<file path="src/rtl/mmio_responder.sv">
// rtl/mmio_responder.sv - data-memory bus responder with LED/switch/cycle/display I/O window
//
// Decodes a 256-byte I/O window at IO_BASE and serves the register file below.
// All other addresses pass through to dmem.
//
//   offset 0x00 LED      RW   [15:0]
//   offset 0x08 SW       RO   debounced switches
//   offset 0x10 SW_EDGE  RW1C rising-edge flags of SW
//   offset 0x18 CYCLE    RW   free-running cycle counter
//   offset 0x20 DISP     RW   [15:0], four BCD digits
//
// Ports:
//   clk            processor clock (mclk)
//   reset          synchronous, active-high
//   addr           bus address from datapath
//   writeData      bus write data from datapath
//   memWrite       bus write enable from datapath
//   memRead        bus read enable from datapath
//   dmem_readData  read data from dmem
//   readData       read data returned to datapath (combinational)
//   dm_writeEnable write enable forwarded to dmem (never for I/O hits)
//   dm_readEnable  read enable forwarded to dmem (never for I/O hits)
//   i_sw           raw asynchronous board switches
//   o_led          LED register
//   o_disp         display register
module mmio_responder #(
    parameter int                N          = 64,
    parameter logic [N-1:0]      IO_BASE    = 64'h8000,
    parameter int                DEB_CYCLES = 16
) (
    input  logic         clk,
    input  logic         reset,
    input  logic [N-1:0] addr,
    input  logic [N-1:0] writeData,
    input  logic         memWrite,
    input  logic         memRead,
    input  logic [N-1:0] dmem_readData,
    output logic [N-1:0] readData,
    output logic         dm_writeEnable,
    output logic         dm_readEnable,
    input  logic [15:0]  i_sw,
    output logic [15:0]  o_led,
    output logic [15:0]  o_disp
);

    localparam int CNT_W = $clog2(DEB_CYCLES) + 1;
    localparam logic [CNT_W-1:0] CNT_MAX = CNT_W'(DEB_CYCLES - 1);

    localparam logic [4:0] SEL_LED     = 5'd0;
    localparam logic [4:0] SEL_SW      = 5'd1;
    localparam logic [4:0] SEL_SW_EDGE = 5'd2;
    localparam logic [4:0] SEL_CYCLE   = 5'd3;
    localparam logic [4:0] SEL_DISP    = 5'd4;

    logic             io_hit;
    logic [4:0]       reg_sel;
    logic             wr_en;
    logic [N-1:0]     io_rdata;

    logic [15:0]      sw_s1;
    logic [15:0]      sw_s2;
    logic [15:0]      cand;
    logic [CNT_W-1:0] cnt;
    logic [15:0]      sw_deb;
    logic [15:0]      sw_deb_nxt;
    logic [15:0]      sw_edge;
    logic [15:0]      edge_clr;
    logic [N-1:0]     cycle;

    // Byte offset within a register is don't-care; the word select is addr[7:3].
    logic unused_addr_lsbs;
    assign unused_addr_lsbs = &{1'b0, addr[2:0]};

    assign io_hit  = (addr[N-1:8] == IO_BASE[N-1:8]);
    assign reg_sel = addr[7:3];
    assign wr_en   = memWrite && io_hit;

    assign dm_writeEnable = memWrite && !io_hit;
    assign dm_readEnable  = memRead  && !io_hit;

    // Debounced value as it will be after this edge; SW_EDGE needs it to flag
    // a rise on the same edge that SW changes.
    always_comb begin
        sw_deb_nxt = sw_deb;
        if ((sw_s2 == cand) && (cnt == CNT_MAX)) begin
            sw_deb_nxt = cand;
        end
    end

    always_comb begin
        edge_clr = 16'h0000;
        if (wr_en && (reg_sel == SEL_SW_EDGE)) begin
            edge_clr = writeData[15:0];
        end
    end

    always_ff @(posedge clk) begin
        if (reset) begin
            sw_s1   <= 16'h0000;
            sw_s2   <= 16'h0000;
            cand    <= 16'h0000;
            cnt     <= '0;
            sw_deb  <= 16'h0000;
            sw_edge <= 16'h0000;
        end else begin
            sw_s1 <= i_sw;
            sw_s2 <= sw_s1;
            // Any change in the synchronized value restarts the stability count.
            if (sw_s2 != cand) begin
                cand <= sw_s2;
                cnt  <= '0;
            end else if (cnt != CNT_MAX) begin
                cnt <= cnt + 1'b1;
            end
            sw_deb <= sw_deb_nxt;
            // Set is ORed in after the clear so a simultaneous rise wins.
            sw_edge <= (sw_edge & ~edge_clr) | (sw_deb_nxt & ~sw_deb);
        end
    end

    always_ff @(posedge clk) begin
        if (reset) begin
            o_led  <= 16'h0000;
            o_disp <= 16'h0000;
            cycle  <= '0;
        end else begin
            if (wr_en && (reg_sel == SEL_LED)) begin
                o_led <= writeData[15:0];
            end
            if (wr_en && (reg_sel == SEL_DISP)) begin
                o_disp <= writeData[15:0];
            end
            if (wr_en && (reg_sel == SEL_CYCLE)) begin
                cycle <= writeData;
            end else begin
                cycle <= cycle + 1'b1;
            end
        end
    end

    // Reads present the current (pre-write) register contents.
    always_comb begin
        io_rdata = '0;
        case (reg_sel)
            SEL_LED:     io_rdata = {{(N-16){1'b0}}, o_led};
            SEL_SW:      io_rdata = {{(N-16){1'b0}}, sw_deb};
            SEL_SW_EDGE: io_rdata = {{(N-16){1'b0}}, sw_edge};
            SEL_CYCLE:   io_rdata = cycle;
            SEL_DISP:    io_rdata = {{(N-16){1'b0}}, o_disp};
            default:     io_rdata = '0;
        endcase
    end

    assign readData = io_hit ? io_rdata : dmem_readData;

endmodule

</file>
<file path="config.mk">
export PLATFORM = sky130hd
export DESIGN_NAME = mmio_responder
export DESIGN_NICKNAME = d
export VERILOG_FILES = /design/src/rtl/mmio_responder.sv
export SDC_FILE = /design/constraint.sdc
export NUM_CORES = 1
export LEC_CHECK = 0
export ABC_CLOCK_PERIOD_IN_PS = 2300
export CELL_PAD_IN_SITES_DETAIL_PLACEMENT = 1
export CELL_PAD_IN_SITES_GLOBAL_PLACEMENT = 2
export CORE_MARGIN = 10
export CORE_UTILIZATION = 23
export DETAILED_ROUTE_END_ITERATION = 7
export PLACE_DENSITY_LB_ADDON = 0.1
export SLEW_MARGIN = 20
export SYNTH_ARGS = -nofsm -noshare
export SYNTH_HDL_FRONTEND = slang
export SYNTH_SLANG_ARGS = --single-unit
</file>
<file path="constraint.sdc">
create_clock -name clk -period 2.3 [get_ports clk]
set_input_delay 0.23 -clock clk [delete_from_list [all_inputs] [get_ports clk]]
set_output_delay 0.23 -clock clk [all_outputs]
set_load 0.005 [all_outputs]
</file>
# Word level (Yosys, flattened, before mapping)
# Cells that the tools add are included.
classes:
  n_bitwise: 5
  muxes: 5
  n_addsub: 2
  reduce_logical: 11
  eq_ne: 9
op_table:
  columns: ["operator", "n"]
  rows:
  - ["one-hot mux 64 bit (5 select lines)", 1]
  - ["2-to-1 mux 64 bit", 2]
  - ["adder 64 x 1 -> 64 bit, second input constant", 1]
  - ["== test 56 x 8 -> 1 bit, second input constant", 1]
  - ["AND 16 bit", 2]
  - ["2-to-1 mux 16 bit", 2]
  - ["inverter 16 bit", 2]
  - ["== test 16 bit", 1]
  - ["inequality test 16 bit", 1]
  - ["OR 16 bit", 1]
  - ["== test 5 x 2 -> 1 bit, second input constant", 2]
  - ["logical AND 1 bit", 8]
  - ["adder 5 x 1 -> 5 bit, second input constant", 1]
  - ["== test 5 x 1 -> 1 bit, second input constant", 1]
  - ["== test 5 x 3 -> 1 bit, second input constant", 1]
  - ["== test 5 x 4 -> 1 bit, second input constant", 1]
  - ["zero test 5 bit", 1]
  - ["inequality test 5 x 4 -> 1 bit, second input constant", 1]
  - ["OR reduction 2 bit", 1]
  - ["zero test 1 bit", 1]
word_totals:
  elab_cells: 41
  ff_bits: 181
  input_bits: 212
  out_inout_bits: 98

# Logic depth before layout (Yosys ltp)
# Gate-level depths: netlist of the first run.
logic_depth:
  ltp_word: 7
  mapped_depth: 9
  depth_no_buf: 7

# Worst setup path after synthesis of the first run
# Ideal clock, no wire load.
synth_timing:
  path_kind: "register to register"
  start: "register cycle[8]"
  end: "register cycle[60]"
  path_slack_ns: 0.127
  stages_incl_launch_ff: 8
  t_required_ns: 2.163
  setup_time_ns: 0.137
  path_buffers: 1
  t_arrival_ns: 2.036
  synth_period_minus_slack_ns: 2.173
  cell_sequence: "dfxtp_1 > nand4_2 > or4_4 > or4b_4 > buf_6 > nor3_4 > xnor2_1 > a211oi_2"
synth_via:
  elab_chain_cells: 2
synth_rtl:
  columns: ["element", "line", "text"]
  rows:
  - ["from (decl)", "68", "logic [N-1:0] cycle;"]
  - ["from (signal assigned)", "134", "cycle <= writeData;"]
  - ["from (signal assigned)", "136", "cycle <= cycle + 1'b1;"]
  - ["adder 64 x 1 -> 64 bit", "136", null]
  - ["2-to-1 mux 64 bit", "133", "if (wr_en && (reg_sel == SEL_CYCLE)) begin"]
# Every way passes these cells.
# A chain may end at the register's enable or synchronous reset.

# Worst setup path in the final report of the first run
layout_timing:
  start: "input addr[39]"
  end: "output dm_writeEnable"
layout_via:
  elab_chain_cells: 3
layout_rtl:
  columns: ["element", "line", "text"]
  rows:
  - ["from (decl)", "33", "input logic [N-1:0] addr,"]
  - ["== test 56 x 8 -> 1 bit", "74", "assign io_hit = (addr[N-1:8] == IO_BASE[N-1:8]);"]
  - ["zero test 1 bit", "78", "assign dm_writeEnable = memWrite && !io_hit;"]
  - ["logical AND 1 bit", "78", null]
  - ["to (decl)", "39", "output logic dm_writeEnable,"]
# Every way passes these cells.

==> impl_metrics.tcl, run 1 <==
set metrics [dict create \
    wl_per_cell_um 21.5 \
    multi_input_area_sq_um 5690 \
    drtIter0Drc 376 \
    yosysWarnings 0 \
    synth_area_sq_um 8960 \
    period_needed_ns 2.40 \
    synth_cell_type_count 40 \
    synth_seq_cells 181 \
    area_delta_synth_final_pct 69.3 \
    num-fill-cells 4546 \
    gp_congestion 0.757 \
    p_sw_uw 1860 \
    cp.arrival_ns 2.17 \
    clockPowerShare_pct 43.2 \
    min_path_type "primary input to flip-flop" \
    clkSinkCount 181 \
    cpPeakStageDelay_ns 0.58 \
    final_util_pct 39.3 \
    crit_type "primary input to primary output" \
    grt_max_degree 54 \
    violations "negative setup slack" \
    endpoint_kind "primary output" \
    track_usage_pct 18.0 \
    power.leakage_uw 0.00558 \
    htreeDepth 4 \
    io_buffers 306 \
    synthesis.nets 1381 \
    final_cell_mix "nand2_1 (192), clkdlybuf4s50_1 (180), dfxtp_1 (170)" \
    clock_skew_ns 0.0156 \
    overflow 0 \
    hold_viol 0 \
    slowest_stage "or4_4" \
    io_pins 310 \
    crit_fanout 8 \
    ctsRootBufferMaster "clkbuf_16" \
    power_uw 6940 \
    drt-total-wl_um 44900 \
    cp-start-kind "primary input" \
    cts_buffers 17 \
    grt_pass1_wl_um 65300 \
    syn_inst 1166 \
    drc 0 \
    pwr-share-seq_pct 46.0 \
    ys_seq_area_share_pct 40.5 \
    postCtsHoldBufs 0 \
    setup_viol 57 \
    rows 72 \
    dr.pass1.iters 4 \
    clock_path_buffers 2 \
    status "finished, violations left" \
    internal_power_uw 5090 \
    combPwrFrac_pct 10.9 \
    core_area_sq_um 38600 \
    antenna_found_initial 1 \
    seqCellArea_sq_um 3640 \
    maxSlewHeadroom_pct 70.4 \
    cap_violations 0 \
    whs_ns 0.116 \
    start_util_pct 23.2 \
    hpwlAfterDp_um 30400 \
    p_sw_share_pct 26.7 \
    die_area_sq_um 47200 \
    final_common_cell "nand2_1" \
    clock_latency_ns 0.47 \
    critical_path.cell_chain "buf_6 > nor4_4 > nand4_1 > or4_4 > buf_12 > buf_16 > buf_16 > and2_4 > buf_6" \
    max_slew.worst_pin.slew_ns 0.442 \
    die_y_um 217 \
    ir_worst_vdd_v 0.000535 \
    required_ns 2.07 \
    dr_total_vias 9839 \
    rsz0062_at_grt "true" \
    nets 1774 \
    setup_ws_ns -0.100 \
    drive_above_1_share_pct 28.1 \
    die_w_um 217 \
    grt_pass1_vias 10294 \
    post-route-period-util_pct 104 \
    clk_pin_slew_ns 0.08 \
    clock.fmax_mhz 417 \
    syn_avg_cell_area_sq_um 7.68 \
    power.density_nw_per_um2 458 \
    ant_nets 0 \
    vias_per_cell 4.71 \
    drv_slew 0 \
    cts_tree "done" \
]
[cells by family (layout without fill, tap and decap cells)]
| logic type | count (synthesis) | after routing | synth area share, % |
|---|---|---|---|
| AO/OA/AOI/OAI | 257 | 257 | 16.7 |
| AND/OR/NAND/NOR | 525 | 525 | 28.3 |
| flip-flops | 181 | 181 | 40.5 |
| adder cells (fa/ha/maj) | 3 | 3 | 0.419 |
| multiplexers | 17 | 17 | 1.90 |
| XOR/XNOR | 81 | 81 | 7.92 |
| other | 0 | 1 | 0 |
| buffers and inverters | 102 | 507 | 4.37 |
[state kept, by name (all words and copies together) (netlist names)]
name	count
sw_s2	16
o_disp	16
cand	16
sw_deb	16
sw_edge	16
o_led	16
cycle	64
sw_s1	16
cnt	5
[Yosys cell counts, drive strengths merged]
master | instances | area [sq um]
nand3 | 26 | 130
buf | 10 | 46.3
a21oi | 82 | 410
xor2 | 29 | 254
ha | 3 | 37.5
mux2i | 17 | 170
nand4b | 2 | 17.5
or4 | 3 | 26.3
and4 | 8 | 70.1
nor4b | 2 | 32.5
a211oi | 63 | 483
nor2 | 90 | 350
a22oi | 16 | 120
o21ai | 96 | 480
and3 | 9 | 56.3
nor3 | 13 | 76.3
nand2 | 239 | 897
nor4 | 21 | 138
or4b | 1 | 13.8
or3 | 3 | 18.8
inv | 22 | 82.6
xnor2 | 52 | 455
clkbuf | 70 | 263
and3b | 1 | 8.76
and2 | 7 | 43.8
nand4 | 34 | 219
nand3b | 16 | 120
nand2b | 1 | 6.26
dfxtp | 181 | 3620
nor2b | 49 | 307
[power groups by stage]
| stage | registers [uW] | clock network [uW] | logic, uW |
|---|---|---|---|
| CTS | 3190 | 3080 | 735 |
| detailed placement | 3270 | 0 | 764 |
| global route | 3200 | 3210 | 816 |
| finish | 3190 | 3000 | 754 |
| floorplan | 3260 | 0 | 187 |
| global placement | 3270 | 0 | 758 |
[final cells by class]
| class | count | area share (%) |
|---|---|---|
| Tap cell | 518 | 4.27 |
| Inverter | 22 | 0.545 |
| Clock inverter | 14 | 1.02 |
| Timing Repair Buffer | 454 | 29.8 |
| Antenna cell | 1 | 0.0165 |
| Multi-Input combinational cell | 883 | 37.5 |
| Sequential cell | 181 | 24.0 |
| Clock buffer | 17 | 2.81 |
[stage by stage]
step	instances	setup slack, ns	TNS [ns]	cell area, sq um
after floorplan	1166	0.127	0	8960
after global placement	2008	-0.802	-106.91	13300
after detailed placement	2008	-0.887	-113.44	13300
after CTS	2080	-0.160	-4.97	14700
after global routing	2090	-0.153	-8.00	15200
final	2090	-0.100	-3.35	15200
[worst max-delay path, delay by kind of cell]
| family | cells | cell delay [ns] |
|---|---|---|
| buffers and inverters | 5 | 0.72 |
| and+or+nand+nor | 4 | 1.21 |
[routing by layer]
metal | vias to the layer above | routed length [um] | global-route usage [%]
li1 | 4817 | - | -
met1 | 4791 | 21300 | 23.6
met2 | 210 | 21400 | 29.9
met3 | 21 | 1760 | 3.31
met4 | 0 | 504 | 3.96
met5 | - | 0 | 0
[final timing paths]
kind              startpoint             end  slack (ns)  depth (start not counted)
hold / removal         reset        sw_s2[2]        0.12                          2
hold reg to reg    sw_s1[13]       sw_s2[13]        0.44                          1
setup / recovery    addr[39]  dm_writeEnable       -0.10                          9
setup reg to reg    cycle[0]       cycle[60]        0.01                          8
[timing repair]
| action | CTS | global route |
|---|---|---|
| cloned | 16 | 9 |
| gates resized for setup | 559 | 159 |
| setup endpoints to repair | 125 | 178 |
| pin swaps | 47 | 53 |
| buffers inserted | 27 | 6 |
No activity file was read; power rests on OpenSTA's default activity.
==> run 2, diff against run 1 <==
- CTS_CLUSTER_SIZE: not set -> 30
==> results of run 2 <==
Same layout as run 1: the final DEF is identical, and so are final timing and power.
